**src/rtl/neuron_pkg.sv**
```systemverilog
// Shared constants and FSM state encoding for the neuron dot-product datapath.
package neuron_pkg;

  localparam logic [31:0] FP_ZERO = 32'h00000000;
  localparam logic [31:0] FP_ONE  = 32'h3f800000;
  localparam logic [31:0] FP_HALF = 32'h3f000000;

  typedef enum logic [2:0] {
    IDLE,
    MUL_GO,
    MUL_WAIT,
    ADD_GO,
    ADD_WAIT,
    FINISH
  } state_t;

endpackage

```
**src/rtl/add_float.sv**
```systemverilog
// IEEE-754 single adder/subtractor (op=1 subtracts), one registered stage.
// Denormal inputs are flushed to zero; bits shifted out during alignment are truncated.
module add_float (
  input  logic        clk,
  input  logic        rst_n,
  input  logic        start,
  input  logic        op,
  input  logic [31:0] a,
  input  logic [31:0] b,
  output logic [31:0] result,
  output logic        done,
  output logic        nan,
  output logic        overflow,
  output logic        underflow,
  output logic        zero
);

  logic        sa, sb, sl, ss, a_ge, found;
  logic [7:0]  ea, eb, el, es, d;
  logic        a_nan, b_nan, a_inf, b_inf;
  logic [26:0] ma, mb, ml, ms, mal, diff, norm;
  logic [27:0] sum28;
  logic [8:0]  e9;
  logic [4:0]  sh;
  logic [31:0] r_c;
  logic        nan_c, ovf_c, unf_c, zero_c;
  logic        unused_lsbs;

  assign unused_lsbs = ^{sum28[2:0], norm[26], norm[2:0]};

  always_comb begin
    sa    = a[31];
    sb    = b[31] ^ op;
    ea    = a[30:23];
    eb    = b[30:23];
    a_nan = (ea == 8'hff) && (a[22:0] != 23'd0);
    b_nan = (eb == 8'hff) && (b[22:0] != 23'd0);
    a_inf = (ea == 8'hff) && (a[22:0] == 23'd0);
    b_inf = (eb == 8'hff) && (b[22:0] == 23'd0);
    ma    = (ea != 8'd0) ? {1'b1, a[22:0], 3'b000} : 27'd0;
    mb    = (eb != 8'd0) ? {1'b1, b[22:0], 3'b000} : 27'd0;
    a_ge  = (a[30:0] >= b[30:0]);
    sl    = a_ge ? sa : sb;
    ss    = a_ge ? sb : sa;
    el    = a_ge ? ea : eb;
    es    = a_ge ? eb : ea;
    ml    = a_ge ? ma : mb;
    ms    = a_ge ? mb : ma;
    d     = el - es;
    mal   = (d > 8'd26) ? 27'd0 : (ms >> d);
    sum28 = {1'b0, ml} + {1'b0, mal};
    diff  = ml - mal;
    sh    = 5'd0;
    found = 1'b0;
    for (int k = 26; k >= 0; k--) begin
      if (!found && diff[k]) begin
        sh    = 5'(26 - k);
        found = 1'b1;
      end
    end
    norm   = diff << sh;
    e9     = {1'b0, el} + {8'd0, sum28[27]};
    r_c    = 32'd0;
    nan_c  = 1'b0;
    ovf_c  = 1'b0;
    unf_c  = 1'b0;
    zero_c = 1'b0;
    if (a_nan || b_nan || (a_inf && b_inf && (sa != sb))) begin
      r_c   = 32'h7fc00000;
      nan_c = 1'b1;
    end else if (a_inf) begin
      r_c = {sa, 8'hff, 23'd0};
    end else if (b_inf) begin
      r_c = {sb, 8'hff, 23'd0};
    end else if (ml == 27'd0) begin
      r_c    = {sl & ss, 31'd0};
      zero_c = 1'b1;
    end else if (sl == ss) begin
      if (e9 >= 9'd255) begin
        r_c   = {sl, 8'hff, 23'd0};
        ovf_c = 1'b1;
      end else begin
        r_c = {sl, e9[7:0], sum28[27] ? sum28[26:4] : sum28[25:3]};
      end
    end else if (diff == 27'd0) begin
      zero_c = 1'b1;
    end else if ({3'b000, sh} >= el) begin
      r_c    = {sl, 31'd0};
      unf_c  = 1'b1;
      zero_c = 1'b1;
    end else begin
      r_c = {sl, el - {3'b000, sh}, norm[25:3]};
    end
  end

  always_ff @(posedge clk) begin
    if (!rst_n) begin
      result    <= 32'd0;
      done      <= 1'b0;
      nan       <= 1'b0;
      overflow  <= 1'b0;
      underflow <= 1'b0;
      zero      <= 1'b0;
    end else begin
      done <= start;
      if (start) begin
        result    <= r_c;
        nan       <= nan_c;
        overflow  <= ovf_c;
        underflow <= unf_c;
        zero      <= zero_c;
      end
    end
  end

endmodule

```
**src/rtl/mul_float.sv**
```systemverilog
// IEEE-754 single multiplier, one registered stage: done pulses the cycle after start.
// Denormal inputs are flushed to zero and the product mantissa is truncated.
module mul_float (
  input  logic        clk,
  input  logic        rst_n,
  input  logic        start,
  input  logic [31:0] a,
  input  logic [31:0] b,
  output logic [31:0] result,
  output logic        done,
  output logic        nan,
  output logic        overflow,
  output logic        underflow,
  output logic        zero
);

  logic [7:0]  ea, eb;
  logic [22:0] fa, fb;
  logic        sign, a_nan, b_nan, a_inf, b_inf, a_zero, b_zero;
  logic [47:0] prod;
  logic [9:0]  esum;
  logic [22:0] frac;
  logic [31:0] r_c;
  logic        nan_c, ovf_c, unf_c, zero_c;
  logic        unused_prod_lsbs;

  assign unused_prod_lsbs = ^prod[22:0];

  always_comb begin
    ea     = a[30:23];
    eb     = b[30:23];
    fa     = a[22:0];
    fb     = b[22:0];
    sign   = a[31] ^ b[31];
    a_nan  = (ea == 8'hff) && (fa != 23'd0);
    b_nan  = (eb == 8'hff) && (fb != 23'd0);
    a_inf  = (ea == 8'hff) && (fa == 23'd0);
    b_inf  = (eb == 8'hff) && (fb == 23'd0);
    a_zero = (ea == 8'd0);
    b_zero = (eb == 8'd0);
    prod   = 48'({1'b1, fa}) * 48'({1'b1, fb});
    // Biased exponent sum still carries one extra bias; 382 = 127 + 255.
    esum   = {2'b00, ea} + {2'b00, eb} + {9'd0, prod[47]};
    frac   = prod[47] ? prod[46:24] : prod[45:23];
    r_c    = {sign, 31'd0};
    nan_c  = 1'b0;
    ovf_c  = 1'b0;
    unf_c  = 1'b0;
    zero_c = 1'b0;
    if (a_nan || b_nan || (a_inf && b_zero) || (b_inf && a_zero)) begin
      r_c   = 32'h7fc00000;
      nan_c = 1'b1;
    end else if (a_inf || b_inf) begin
      r_c = {sign, 8'hff, 23'd0};
    end else if (a_zero || b_zero) begin
      zero_c = 1'b1;
    end else if (esum >= 10'd382) begin
      r_c   = {sign, 8'hff, 23'd0};
      ovf_c = 1'b1;
    end else if (esum <= 10'd127) begin
      unf_c  = 1'b1;
      zero_c = 1'b1;
    end else begin
      r_c = {sign, 8'(esum - 10'd127), frac};
    end
  end

  always_ff @(posedge clk) begin
    if (!rst_n) begin
      result    <= 32'd0;
      done      <= 1'b0;
      nan       <= 1'b0;
      overflow  <= 1'b0;
      underflow <= 1'b0;
      zero      <= 1'b0;
    end else begin
      done <= start;
      if (start) begin
        result    <= r_c;
        nan       <= nan_c;
        overflow  <= ovf_c;
        underflow <= unf_c;
        zero      <= zero_c;
      end
    end
  end

endmodule

```
**src/rtl/neuron_mac.sv**
```systemverilog
// Float32 neuron dot product sum = b + sum(x[i]*w[i]) using one shared multiplier and adder.
// Define NEURON_MAC_BIAS_EN to seed the accumulator with b; otherwise it starts at +0.0.
module neuron_mac
  import neuron_pkg::*;
#(
  parameter int S = 32,
  parameter int N = 4
) (
  input  logic         clk,
  input  logic         rst_n,
  input  logic         start,
  input  logic [S*N-1:0] x,
  input  logic [S*N-1:0] w,
  input  logic [S-1:0] b,
  output logic [S-1:0] sum,
  output logic         done,
  output logic         busy,
  output logic         err
);

  localparam int LW = (N > 1) ? $clog2(N) : 1;
  localparam logic [LW-1:0] LAST = LW'(N - 1);

  state_t          state, state_nxt;
  logic [S*N-1:0]  xr, wr;
  logic [S-1:0]    acc, prod, acc_init;
  logic [LW-1:0]   lane;
  logic            last_lane;
  logic            mul_start, add_start;
  logic [S-1:0]    mul_res, add_res;
  logic            mul_done, mul_nan, mul_ovf;
  logic            add_done, add_nan, add_ovf;
  logic            mul_unused_uf, mul_unused_zero, add_unused_uf, add_unused_zero;

`ifdef NEURON_MAC_BIAS_EN
  assign acc_init = b;
`else
  logic unused_bias;
  assign acc_init    = FP_ZERO;
  assign unused_bias = ^b;
`endif

  assign last_lane = (lane == LAST);

  always_ff @(posedge clk) begin
    if (!rst_n) state <= IDLE;
    else        state <= state_nxt;
  end

  always_comb begin
    state_nxt = state;
    mul_start = 1'b0;
    add_start = 1'b0;
    done      = 1'b0;
    busy      = 1'b1;
    case (state)
      IDLE: begin
        busy = 1'b0;
        if (start) state_nxt = MUL_GO;
      end
      MUL_GO: begin
        mul_start = 1'b1;
        state_nxt = MUL_WAIT;
      end
      MUL_WAIT: if (mul_done) state_nxt = ADD_GO;
      ADD_GO: begin
        add_start = 1'b1;
        state_nxt = ADD_WAIT;
      end
      ADD_WAIT: if (add_done) state_nxt = last_lane ? FINISH : MUL_GO;
      FINISH: begin
        done      = 1'b1;
        busy      = 1'b0;
        state_nxt = IDLE;
      end
      default: begin
        busy      = 1'b0;
        state_nxt = IDLE;
      end
    endcase
  end

  // sum is written on the last add so it is already valid in the done cycle.
  always_ff @(posedge clk) begin
    if (!rst_n) begin
      xr   <= '0;
      wr   <= '0;
      acc  <= FP_ZERO;
      prod <= FP_ZERO;
      lane <= '0;
      sum  <= FP_ZERO;
      err  <= 1'b0;
    end else begin
      case (state)
        IDLE: if (start) begin
          xr   <= x;
          wr   <= w;
          acc  <= acc_init;
          lane <= '0;
          err  <= 1'b0;
        end
        MUL_WAIT: if (mul_done) begin
          prod <= mul_res;
          err  <= err | mul_nan | mul_ovf;
        end
        ADD_WAIT: if (add_done) begin
          acc <= add_res;
          err <= err | add_nan | add_ovf;
          if (last_lane) sum  <= add_res;
          else           lane <= lane + 1'b1;
        end
        default: ;
      endcase
    end
  end

  mul_float u_mul (
    .clk       (clk),
    .rst_n     (rst_n),
    .start     (mul_start),
    .a         (xr[S*lane +: S]),
    .b         (wr[S*lane +: S]),
    .result    (mul_res),
    .done      (mul_done),
    .nan       (mul_nan),
    .overflow  (mul_ovf),
    .underflow (mul_unused_uf),
    .zero      (mul_unused_zero)
  );

  add_float u_add (
    .clk       (clk),
    .rst_n     (rst_n),
    .start     (add_start),
    .op        (1'b0),
    .a         (acc),
    .b         (prod),
    .result    (add_res),
    .done      (add_done),
    .nan       (add_nan),
    .overflow  (add_ovf),
    .underflow (add_unused_uf),
    .zero      (add_unused_zero)
  );

endmodule

```
**config.mk**
```make
export PLATFORM = sky130hd
export DESIGN_NAME = neuron_mac
export DESIGN_NICKNAME = d
export VERILOG_FILES = /design/src/rtl/neuron_pkg.sv /design/src/rtl/add_float.sv /design/src/rtl/mul_float.sv /design/src/rtl/neuron_mac.sv
export SDC_FILE = /design/constraint.sdc
export NUM_CORES = 2
export LEC_CHECK = 0
export BUFFER_PORTS_ARGS = -buffer_cell sky130_fd_sc_hd__clkbuf_2
export CAP_MARGIN = 5
export CORE_UTILIZATION = 60
export CTS_BUF_LIST = sky130_fd_sc_hd__clkbuf_4 sky130_fd_sc_hd__clkbuf_8
export CTS_CLUSTER_SIZE = 16
export DETAILED_ROUTE_END_ITERATION = 7
export PLACE_DENSITY = 0.8
export SLEW_MARGIN = 20
export SYNTH_ARGS = -nofsm -noshare
export SYNTH_HDL_FRONTEND = slang
export SYNTH_SLANG_ARGS = --single-unit
```
**constraint.sdc**
```tcl
create_clock -name clk -period 16.95 [get_ports clk]
set_input_delay 3.39 -clock clk [delete_from_list [all_inputs] [get_ports clk]]
set_output_delay 3.39 -clock clk [all_outputs]
set_load 0.02 [all_outputs]
```
---- Word level (Yosys, flattened, before mapping) ----
Cells that the tools add are included.
storage, ports and cells
  register bits after elaboration ......... 428
  bits in latches ......................... 0
  memory bits (writable) .................. 0
  ROM bits ................................ 0
  output and inout bits ................... 35
  memories kept ........................... 0
operators by class
  $add $sub $neg .......................... 9
  multiply operators ...................... 1
  div/mod/pow operators ................... 0
  order comparisons ....................... 6
  eq/ne operators ......................... 16
  shift-type cells ........................ 4
  multiplexer cells ....................... 108
  bitwise logic cells ..................... 6
  reductions and logical operators ........ 96
operators with widths
  cell                  count
  $mux W32              9
  $shiftx A128 B8 Y32   2
  $mux W31              6
  $mux W27              5
  $logic_not A23 Y1     4
  $reduce_bool A23 Y1   4
  $pmux W32 S2          1
  $mux W5               11
  $logic_not A27 Y1     2
  $mul A24 B24 Y48      1
  $mux W1               48
  $mux W23              2
  $logic_and A1 B1 Y1   38
  $eq A8 B8 Y1 const B  4
  $mux W4               8
  $ge A31 B31 Y1        1
  $add A27 B27 Y28      1
  $shl A27 B5 Y26       1
  $shr A27 B8 Y27       1
  $sub A27 B27 Y27      1
  $logic_not A1 Y1      26
  $mux W3               8
  $logic_not A8 Y1      2
  $mux W8               2
  36 further kinds      58

---- Depth between registers and ports, before layout ----
  word-level depth ........................ 93
  depth in mapped cells ................... 63
  gate-level depth less buffers ........... 58

---- By module ----
A second synthesis with hierarchy kept.
second synthesis, totals
  cells, all modules ...................... 5669
  area, all modules ....................... 46875.0 µm²
modules (own cells, without submodules)
  module      times used  cells each  area each (µm²)  seq. area each (µm²)
  mul_float   1           2323        20348.3          740.7
  neuron_mac  1           1658        14938.1          7166.9
  add_float   1           1688        11588.6          740.7

---- Least setup slack after synthesis ----
No wires, ideal clock.
  kind .................................... register to register
  start point ............................. register lane[1]
  end point ............................... register u_mul.result[21]
  library setup time ...................... 59 ps
  arrival ................................. 13611 ps
  slack ................................... 3280 ps
  stages on the path, launching flop included .. 59
  path buffers ............................ 8
  period minus slack after synthesis ...... 13670 ps
  cell sequence ........................... dfxtp_1 -> clkbuf_1 -> buf_2 -> buf_1 -> clkbuf_1 -> buf_1 -> mux2i_1 -> nand2_1 -> o21ai_1 -> clkinv_1 -> clkbuf_1 -> nand2_1 -> fa_1 -> inv_1 -> fa_1 -> fa_1 -> fa_1 -> fa_1 -> (+23 left out) -> buf_2 -> fa_1 -> nor2b_1 -> o21ai_0 -> nand2b_1 -> a21o_1 -> a21o_1 -> a21o_1 -> a21oi_1 -> xnor2_1 -> nor2_1 -> nor2_1 -> and3_1 -> nand3_1 -> a31oi_1 -> nand4_1 -> a211oi_1 -> a22o_1
between the ends
  longest elaborated chain between the ends .. 9
ends and longest elaborated chain
  what                                                      RTL line                              source
  from (decl)                                               neuron_mac.sv:27                      logic [LW-1:0] lane;
  from (signal assigned)                                    neuron_mac.sv:110                     else lane <= lane + 1'b1;
  $shiftx A128 B8 Y32, on equally long branches             neuron_mac.sv:121, neuron_mac.sv:122
  $mul A24 B24 Y48 / $add A8 B8 Y9 (equally long branches)  mul_float.sv:41, mul_float.sv:43
  $add A9 B1 Y10                                            mul_float.sv:43                       esum = {2'b00, ea} + {2'b00, eb} + {9'd0, prod[47]};
  $le A10 B7 Y1                                             mul_float.sv:60                       end else if (esum <= 10'd127) begin
  $mux W31                                                  mul_float.sv:60
  $mux W31                                                  mul_float.sv:57                       end else if (esum >= 10'd382) begin
  $mux W31                                                  mul_float.sv:55                       end else if (a_zero || b_zero) begin
  $mux W31                                                  mul_float.sv:53                       end else if (a_inf || b_inf) begin
  $mux W32 *                                                mul_float.sv:50                       if (a_nan || b_nan || (a_inf && b_zero) || (b_inf && a_zero)) begin
  to (signal assigned)                                      mul_float.sv:79                       result <= r_c;
  to (decl)                                                 mul_float.sv:9                        output logic [31:0] result,
Every way passes the cells marked *; elsewhere a longest branch is shown, timed or not.
A chain may end at the register's enable or synchronous reset.

---- Final worst setup path ----
Ends and elaborated chain as after synthesis.

==> results.md <==
- Routed Antenna Nets: 0
- WHS Endpoint: prod[26]$_SDFFE_PN0P_
- Slew margin rel.: 20.14%
- Placement Setup Slack: 2.206 ns
- Crit-path most repeated cell: fa_1
- CTS Buf Count: 72
- Final setup viols: 0
- Max stage delay on crit path: 0.74 ns
- Clk_skew: 0.05862 ns
- CP arrival: 15.49 ns
- Die area: 0.07458 mm²
- Area leader, netlist: fa_1
- IO Port Bufs: 293
- Syn nets: 6604
- Slew of the pin with the lowest slew margin: 1.198 ns
- EDFF count, synth: 0
- Final net count: 6729
- Reg-to-reg startpoint: lane[1]$_SDFFE_PN0P_
- Critical Path End Type: flop
- Setup TNS: 0 ns
- Number of gates resized after CTS: 0
- Num rows: 99
- CTS tree: yes
- Leak: 21.19 nW
- Final non-filler cell total: 6703
- Mean post-synth cell area: 7.929 µm²
- Largest net degree at the start of global routing: 257
- CTS Sinks: 428
- Crit path kind: flop to flop
- Worst path required time: 17.53 ns
- Synth Register Bits: 428
- Hold Vio Cnt, Final: 0
- Worst hold path cell count: 2
- Max Root-Sink Buffers: 3
- Overall Power: 4.271 mW
- Initial antenna violation count: 3
- Postcts setup bufs: 0
- Worst Reg2Reg Path Length in Cells: 54
- Synth-to-Final Area Change: 8.399%
- Dpl hpwl: 105900 µm
- Largest cells by area after synthesis: fa_1 (22%), dfxtp_1 (19%), nand2_1 (10%)
- Maximum VDD drop: 0.0001261 V
- Fmax: 67.09 MHz
- Post-synth top flop: dfxtp_1
- Hold Startpoint: u_mul.result[26]$_SDFFE_PN0P_
- Vert. Die Dim: 273.1 µm
- Netlist cell types: 110
- Initial Utilization: 60.54%
- RSZ-0062 raised after global routing: no
- Ratio of cells with drive above 1 in the final layout: 11.63%
- Critical path fanouts, max: 32
- Clock root buffer: clkbuf_8
- Routed via count: 40710
- Setup WS post-layout: 2.045 ns
- Fillcell total: 6119
- Residual DRC: 0
- CTS Hold Buffers Added: 0
- Total track usage: 36.97%
- Mapped Cells: 5561
- Startpoint Class: flop
- Fin. max-slew vios: 0
- Synthesized cell area: 0.04409 mm²
- Initial DRC Count: 4049
- Pwr dens: 89.36 mW/mm²
- Final Critical Period: 14.91 ns
- Htree depth: 3
- Worst-Skew Late Latency: 0.67 ns
- Chip width: 273.1 µm
- Area of the core: 0.07283 mm²
- Register area share after synthesis: 19.43%
- Clock Pin Slew Worst Setup and Hold Paths: 0.06 ns
- Vias per Instance: 6.073
- Crit path max-delay cell type: o21ai_1
- HP Class: flop to flop
- GPL Wtd Cong: 1.001
- GRT overflow: 0
- WL/cell: 20.54 µm
- Multi-input gate area: 0.03171 mm²
- Synth warn: 0
- First-pass GRT wire length: 216500 µm
- R2R Path End: u_mul.result[21]$_SDFFE_PN0P_
- Max-cap viol count: 0
- FF/Latch Area: 0.008576 mm²
- Pre-antenna DRT Iters: 8
- I/O Pins: 326
- Final wirelength: 137700 µm
- Post-synth ARST share: 0%
- Dpl cells: 6571
- Status: finished clean
- Vias in the first global route: 39850
- Synth top area share: 21.97%
- Fin crit share: 87.94%
- R2r setup slk: 2.04 ns
==> per-stage QoR <==
| step | hold WS, ns | cell area [µm²] | util (%) |
|---|---|---|---|
| CTS | 0.4408 | 47790 | 65.61 |
| detailed placement | 0.4401 | 46210 | 63.44 |
| global placement | 0.4368 | 46210 | 63.44 |
| finish | 0.4405 | 47800 | 65.62 |
| global route | 0.4620 | 47790 | 65.62 |
| floorplan | 0.4249 | 44090 | - |
==> flip-flops by register name, indices dropped and copies added, names as in the netlist <==
| register | flops |
|---|---|
| acc | 32 |
| u_mul.nan | 1 |
| u_add.nan | 1 |
| wr | 128 |
| state | 3 |
| err | 1 |
| u_add.result | 32 |
| sum | 32 |
| u_mul.overflow | 1 |
| lane | 2 |
| xr | 128 |
| u_add.done | 1 |
| u_mul.result | 32 |
| u_mul.done | 1 |
| prod | 32 |
| u_add.overflow | 1 |
==> power breakdown <==
group / internal [mW] / leakage, nW / switching (mW) / total, mW
clock network: 0.550 / 0.839 / 0.453 / 1.00
logic: 0.753 / 16.9 / 1.40 / 2.15
registers: 1.08 / 3.49 / 0.0405 / 1.12
total: 2.38 / 21.2 / 1.89 / 4.27
==> critical path, delay by kind of cell, from the launching register on <==
kind            cells  cell delay (ns)
compound gates     22             6.19
xor+xnor            1             0.27
fa+ha+maj          10             4.08
buf+inv             9             1.35
flops               1             0.70
mux                 2             0.76
simple gates       10             1.42
==> metal layers <==
layer	vias to the layer above	track usage, %	routed length (µm)
li1	18470	-	-
met1	19530	48.25	53740
met2	2269	57.76	61250
met3	442	8.338	14900
met4	4	18.54	7644
met5	-	0	131
==> final cells by class <==
cell class,instances,area share (%)
antenna,2,0.01047
inverter,693,5.463
tap,959,2.510
sequential,428,17.94
clock buffer,110,2.906
multi-input combinational,4119,66.35
clock inverter,20,0.4084
timing repair buffer,372,4.413
==> cell families after synthesis <==
group | Yosys count | synth area share (%)
AND/OR/NAND/NOR | 2026 | 19.54
AO/OA/AOI/OAI | 1026 | 14.02
flip-flops | 428 | 19.43
buffers and inverters | 1014 | 8.816
adder cells (fa/ha/maj) | 752 | 29.58
multiplexers | 234 | 7.006
XOR/XNOR | 81 | 1.609
==> synthesized netlist by cell type (all sizes together) (11+ instances only) <==
cell,number
nand2,1229
inv,676
a21oi,524
fa,484
dfxtp,428
nor2,368
ha,268
clkbuf,266
o21ai,197
mux2i,135
nand3,87
nor3,79
xnor2,64
and2,62
buf,55
mux4,55
mux2,44
nor4,44
and3,37
a211oi,31
a22o,28
o211ai,27
a21o,26
nand4,25
a31oi,20
o21a,20
or3,19
clkinv,17
nand2b,17
xor2,17
nor2b,16
a22oi,14
o21bai,12
o311ai,12
or2,12
o31ai,11
==> how the worst max path moves through the flow <==
stage                                    endpoint  slack, ns  cells past startpoint                  from
CTS                 u_mul.result[21]$_SDFFE_PN0P_       2.15                     54  lane[1]$_SDFFE_PN0P_
floorplan           u_mul.result[21]$_SDFFE_PN0P_       3.28                     58  lane[1]$_SDFFE_PN0P_
global placement    u_mul.result[21]$_SDFFE_PN0P_       2.55                     54  lane[1]$_SDFFE_PN0P_
finish              u_mul.result[21]$_SDFFE_PN0P_       2.04                     54  lane[1]$_SDFFE_PN0P_
detailed placement  u_mul.result[21]$_SDFFE_PN0P_       2.21                     54  lane[1]$_SDFFE_PN0P_
global route        u_mul.result[21]$_SDFFE_PN0P_       1.07                     52  lane[1]$_SDFFE_PN0P_
==> layout by cell type, fill, tap and decap left out, types with 42 or more instances in the layout <==
cell type | Yosys | routed
nand2_1 | 1228 | 1226
inv_1 | 670 | 670
a21oi_1 | 523 | 521
fa_1 | 484 | 484
dfxtp_1 | 428 | 426
nor2_1 | 366 | 365
clkbuf_2 | 0 | 293
ha_1 | 268 | 268
o21ai_0 | 152 | 151
mux2i_1 | 135 | 135
clkbuf_8 | 0 | 90
nand3_1 | 87 | 87
nor3_1 | 78 | 78
buf_4 | 3 | 75
xnor2_1 | 64 | 63
and2_1 | 61 | 60
mux4_2 | 55 | 55
nor4_1 | 42 | 42
(Power assumes the default switching activity.)
